**src/rtl/mips_cpu_multdiv.sv**
```systemverilog
// Iterative MULT/MULTU/DIV/DIVU unit owning the MIPS HI/LO pair.
// Shift-add multiply and restoring divide, one bit per cycle, with a final sign-fix cycle.
module mips_cpu_multdiv #(
  parameter int WIDTH = 32
) (
  input  logic             clk,
  input  logic             reset,
  input  logic             start,
  input  logic [1:0]       op,
  input  logic [WIDTH-1:0] a,
  input  logic [WIDTH-1:0] b,
  input  logic             mthi,
  input  logic             mtlo,
  input  logic [WIDTH-1:0] wdata,
  output logic [WIDTH-1:0] hi,
  output logic [WIDTH-1:0] lo,
  output logic             busy,
  output logic             done
);

  localparam int CW = (WIDTH > 1) ? $clog2(WIDTH) : 1;

  typedef enum logic [1:0] {IDLE, RUN, FIX} state_t;

  state_t             state, state_nxt;
  logic [CW-1:0]      cnt;
  logic [2*WIDTH-1:0] acc_p1;
  logic [WIDTH-1:0]   opnd_p1;
  logic               is_div_p1, neg_q_p1, neg_r_p1, dz_p1;

  logic [2*WIDTH-1:0] acc_nxt;
  logic [WIDTH:0]     msum, rsh, rdiff;
  logic [2*WIDTH-1:0] prod_fix;
  logic [WIDTH-1:0]   q_fix, r_fix;
  logic               sgn_op;

  function automatic logic [WIDTH-1:0] mag(input logic [WIDTH-1:0] v, input logic sgn);
    return (sgn && $signed(v) < 0) ? -v : v;
  endfunction

  function automatic logic [WIDTH-1:0] apply_sign(input logic [WIDTH-1:0] v, input logic n);
    return n ? -v : v;
  endfunction

  function automatic logic [2*WIDTH-1:0] apply_sign2(input logic [2*WIDTH-1:0] v, input logic n);
    return n ? -v : v;
  endfunction

  assign sgn_op = ~op[0];
  assign busy   = (state != IDLE);

  always_comb begin
    state_nxt = state;
    case (state)
      IDLE:    if (start) state_nxt = RUN;
      RUN:     if (cnt == CW'(WIDTH-1)) state_nxt = FIX;
      FIX:     state_nxt = IDLE;
      default: state_nxt = IDLE;
    endcase
  end

  // Iteration step: multiply keeps {product_hi, multiplier}, divide keeps {remainder, dividend/quotient}
  always_comb begin
    msum  = {1'b0, acc_p1[2*WIDTH-1:WIDTH]} + (acc_p1[0] ? {1'b0, opnd_p1} : '0);
    rsh   = {acc_p1[2*WIDTH-1:WIDTH], acc_p1[WIDTH-1]};
    rdiff = rsh - {1'b0, opnd_p1};
    if (is_div_p1) begin
      if (rdiff[WIDTH]) acc_nxt = {rsh[WIDTH-1:0], acc_p1[WIDTH-2:0], 1'b0};
      else              acc_nxt = {rdiff[WIDTH-1:0], acc_p1[WIDTH-2:0], 1'b1};
    end else begin
      acc_nxt = {msum, acc_p1[WIDTH-1:1]};
    end
    prod_fix = apply_sign2(acc_p1, neg_q_p1);
    q_fix    = apply_sign(acc_p1[WIDTH-1:0], neg_q_p1);
    r_fix    = apply_sign(acc_p1[2*WIDTH-1:WIDTH], neg_r_p1);
  end

  always_ff @(posedge clk) begin
    if (reset) begin
      state <= IDLE;
      cnt   <= '0;
      hi    <= '0;
      lo    <= '0;
      done  <= 1'b0;
    end else begin
      state <= state_nxt;
      done  <= 1'b0;
      case (state)
        IDLE: begin
          if (start) begin
            cnt <= '0;
          end else begin
            if (mthi) hi <= wdata;
            if (mtlo) lo <= wdata;
          end
        end
        RUN: cnt <= cnt + CW'(1);
        FIX: begin
          done <= 1'b1;
          if (is_div_p1) begin
            hi <= r_fix;
            lo <= dz_p1 ? '1 : q_fix;
          end else begin
            {hi, lo} <= prod_fix;
          end
        end
        default: ;
      endcase
    end
  end

  // Operand capture on start, then one iteration per RUN cycle
  always_ff @(posedge clk) begin
    if (state == IDLE && start) begin
      is_div_p1 <= op[1];
      neg_q_p1  <= sgn_op & (a[WIDTH-1] ^ b[WIDTH-1]);
      neg_r_p1  <= sgn_op & a[WIDTH-1];
      dz_p1     <= (b == '0);
      opnd_p1   <= op[1] ? mag(b, sgn_op) : mag(a, sgn_op);
      acc_p1    <= {{WIDTH{1'b0}}, (op[1] ? mag(a, sgn_op) : mag(b, sgn_op))};
    end else if (state == RUN) begin
      acc_p1 <= acc_nxt;
    end
  end

endmodule

```
**config.mk**
```make
export PLATFORM = sky130hd
export DESIGN_NAME = mips_cpu_multdiv
export DESIGN_NICKNAME = d
export VERILOG_FILES = /design/src/rtl/mips_cpu_multdiv.sv
export SDC_FILE = /design/constraint.sdc
export NUM_CORES = 1
export LEC_CHECK = 0
export CAP_MARGIN = 20
export CORE_ASPECT_RATIO = 1.25
export CORE_MARGIN = 10
export CORE_UTILIZATION = 50
export CTS_BUF_LIST = sky130_fd_sc_hd__clkbuf_8
export DETAILED_ROUTE_END_ITERATION = 8
export PLACE_DENSITY = 0.79
export SYNTH_ARGS = -nofsm -noshare
export SYNTH_HDL_FRONTEND = slang
export SYNTH_SLANG_ARGS = --single-unit
```
**constraint.sdc**
```tcl
create_clock -name clk -period 3.9 [get_ports clk]
set_input_delay 0.78 -clock clk [delete_from_list [all_inputs] [get_ports clk]]
set_output_delay 0.78 -clock clk [all_outputs]
set_load 0.01 [all_outputs]
```
==> run metrics, run 1 <==
leakage power=0.006980 uW; Max Transition Viols Final=0; Area contributors post-synth=dfxtp_1 15%, edfxtp_1 14%, mux2i_1 7.3%, ha_1 6.1%, a21oi_1 6.1%; initial core utilization=50.42%; Worst-path clk slew=0.11 ns; CTS Buf Count=17; CP endpoint kind=flop; Area Growth Syn to Fin=20.70%; max frequency=266.6 MHz; largest net degree at the start of global routing=75; initial DRC count=1427; Combinational Power Share=roughly half; Crit path largest cell delay=0.51 ns; CP arrival=4.14 ns; clock latency at the later pin of the worst-skew pair=0.52 ns; final worst setup slack=roughly 0.15 ns; CTS tree=done; NetSw=3236 uW; post-synthesis net count=between 1500 and 2000; Max H-tree Level=4; GR Util All Layers=27.23%; clock tree buffer depth=2; post-synthesis sequential area ratio=28.89%; drt pass-1 iters=6; type of origin of the critical path=flop; Sequential Power Share=about 31%; period utilisation layout=96.18%; Top delay family on crit path=compound AO/OA/AOI/OAI gates; pwr dens=between 400 and 500 nW/um^2; post-CTS resize count=0; ys flop type=dfxtp_1; layout cells sized above 1=8.935%; most frequent cells in the layout=182 x nor2_1, 178 x nand2_1, 171 x a21oi_1; Period minus WS final=3.751 ns; vias in the first global route=14335; DR vias=approximately 15000; slowest CP cell=edfxtp_1; EDFF count, synth=68; outcome=finished clean; clock power share=between 10% and 20%; dpl ws=-0.1707 ns; Die Wd=171.1 um; Clock Skew=0.02342 ns; # port buffers=approximately 170; Nets=2143; Core Util, Final=60.85%; average wire per standard cell=approximately 21 um; data required time of the critical path=4.28 ns; Post-CTS Setup Inserts=0; # IOs=169; global-route wire length before repair=77260 um; initial antenna violation count=1; synth warn=0; Cell Int Power=4372 uW; synthesized area=14280 um^2; Hold Crit Class=flop to flop; maximum vdd drop=317.2 uV; Final Hold Vio Count=0; Sw Ratio=between 40% and 50%; Yosys top cell by area=dfxtp_1; Synth Register Bits=172; RSZ-0062 raised after global routing=false; Setup TNS=0 ns; relative slew slack=between 30% and 40%; Mapped Cells=1785; Synth top area share=14.58%; Clk Tree Root Cell=clkbuf_8; Routed WL=49960 um; Crit Path Max Fanout=12; commonest non-fill, non-tap cell in the layout=nor2_1; GP Congestion=1.000; Post-synth ARST share=0%; Die Area=approximately 36000 um^2; # rows=69; worst setup path category=flop to flop; global route overflow=0; drt via density=6.262; R2R Setup Slk=0.15 ns; Post-Syn Area per Cell=7.998 um^2; Die H=208.9 um; setup violators final=0; antenna viol nets, final=0; Residual DRC=0; Post-DP HPWL=39260 um; # clock sinks=172; Unique masters post-synth=73; CTS Hold Bufs=0; Least-Margin Pin Slew=0.9207 ns; WP buf/inv=3; critical path cell sequence=inv_1 > buf_4 > buf_4 > nor2_1 > ha_1 > a21o_1 > nand2_1 > o21ai_0 > a31o_2 > or3_1 > o21ai_1 > o21ai_0 > a221oi_1 > a31oi_1; core box area=28320 um^2; Max-Cap Viols=0
-- path summary, 6_finish.rpt --
path,start,endpoint,cells past startpoint
hold / removal,lo[27],lo[27],2
hold reg to reg,lo[27],lo[27],2
setup / recovery,acc_p1[0],acc_p1[61],14
setup reg to reg,acc_p1[0],acc_p1[61],14
-- flip-flops by register name, summed over array words and instances, names as in the netlist --
name / flops
acc_p1: 64
hi: 32
lo: 32
opnd_p1: 32
cnt: 5
state: 2
done: 1
dz_p1: 1
is_div_p1: 1
neg_q_p1: 1
neg_r_p1: 1
-- tightest hold or removal path, delay by kind of cell (launching register included) --
family | cells | cell delay [ns]
DFF | 1 | 0.32
and+or+nand+nor | 1 | 0.05
AOI/OAI and AO/OA | 1 | 0.05
-- metrics by stage --
| stage | hold slack [ns] | std cells | cell area, um^2 | total power [uW] |
|---|---|---|---|---|
| finish | 0.4575 | 2337 | 17230 | 7608 |
| global route | 0.4741 | 2337 | 17230 | 8028 |
| CTS | 0.4567 | 2336 | 17220 | 7526 |
| detailed placement | 0.4429 | 2304 | 16800 | 6158 |
| global placement | 0.4381 | 2304 | 16800 | 6070 |
| floorplan | 0.4395 | 1785 | 14280 | 4865 |
-- synthesized netlist by cell type (all sizes together), types with 25 or more instances --
master / n
a21o: 33
a21oi: 173
clkbuf: 87
dfxtp: 104
edfxtp: 68
ha: 70
inv: 67
mux2i: 104
nand2: 178
nor2: 183
nor3: 38
o21ai: 130
o221ai: 25
o31ai: 31
xnor2: 92
xor2: 76
-- routing by layer --
| metal | GRT usage [%] | wire, um |
|---|---|---|
| met1 | 30.85 | 18990 |
| met2 | 46.23 | 24360 |
| met3 | 4.244 | 3227 |
| met4 | 17.93 | 3387 |
| met5 | 0 | 0 |
-- power by group through the flow --
stage	sequential, uW	combinational [uW]	clock (uW)
floorplan	2380	2480	0
global placement	2380	3690	0
detailed placement	2390	3770	0
CTS	2350	3790	1390
global route	2380	4210	1440
finish	2360	3870	1380
-- final cells by class --
| class | count | area [um^2] |
|---|---|---|
| fillers | 2513 | 11090 |
| well taps | 355 | 444.2 |
| clock inverters | 15 | 182.7 |
| inverters | 67 | 251.5 |
| clock buffers | 17 | 234.0 |
| flip-flops and latches | 172 | 4124 |
| diodes | 1 | 2.502 |
| multi-input cells | 1440 | 9528 |
| repair buffers | 270 | 2465 |
-- cells by family after synthesis --
| family | synth area share (%) |
|---|---|
| AOI/OAI and AO/OA | 24.65 |
| and+or+nand+nor | 17.42 |
| buffers and inverters | 4.636 |
| DFF | 28.89 |
| xor gates and xnor gates | 10.31 |
| muxes | 7.686 |
| adders and majority gates | 6.415 |
Power figures use the tool's default switching activity.
==> run 2: changes to the inputs <==
--- a/config.mk
+++ b/config.mk
@@ -12,6 +12,7 @@
 export CTS_BUF_LIST = sky130_fd_sc_hd__clkbuf_8
 export DETAILED_ROUTE_END_ITERATION = 8
 export PLACE_DENSITY = 0.79
+export SKIP_LAST_GASP = 1
 export SYNTH_ARGS = -nofsm -noshare
 export SYNTH_HDL_FRONTEND = slang
 export SYNTH_SLANG_ARGS = --single-unit
==> results of run 2 <==
The final DEF is identical to that of run 1; final timing and power are the same.
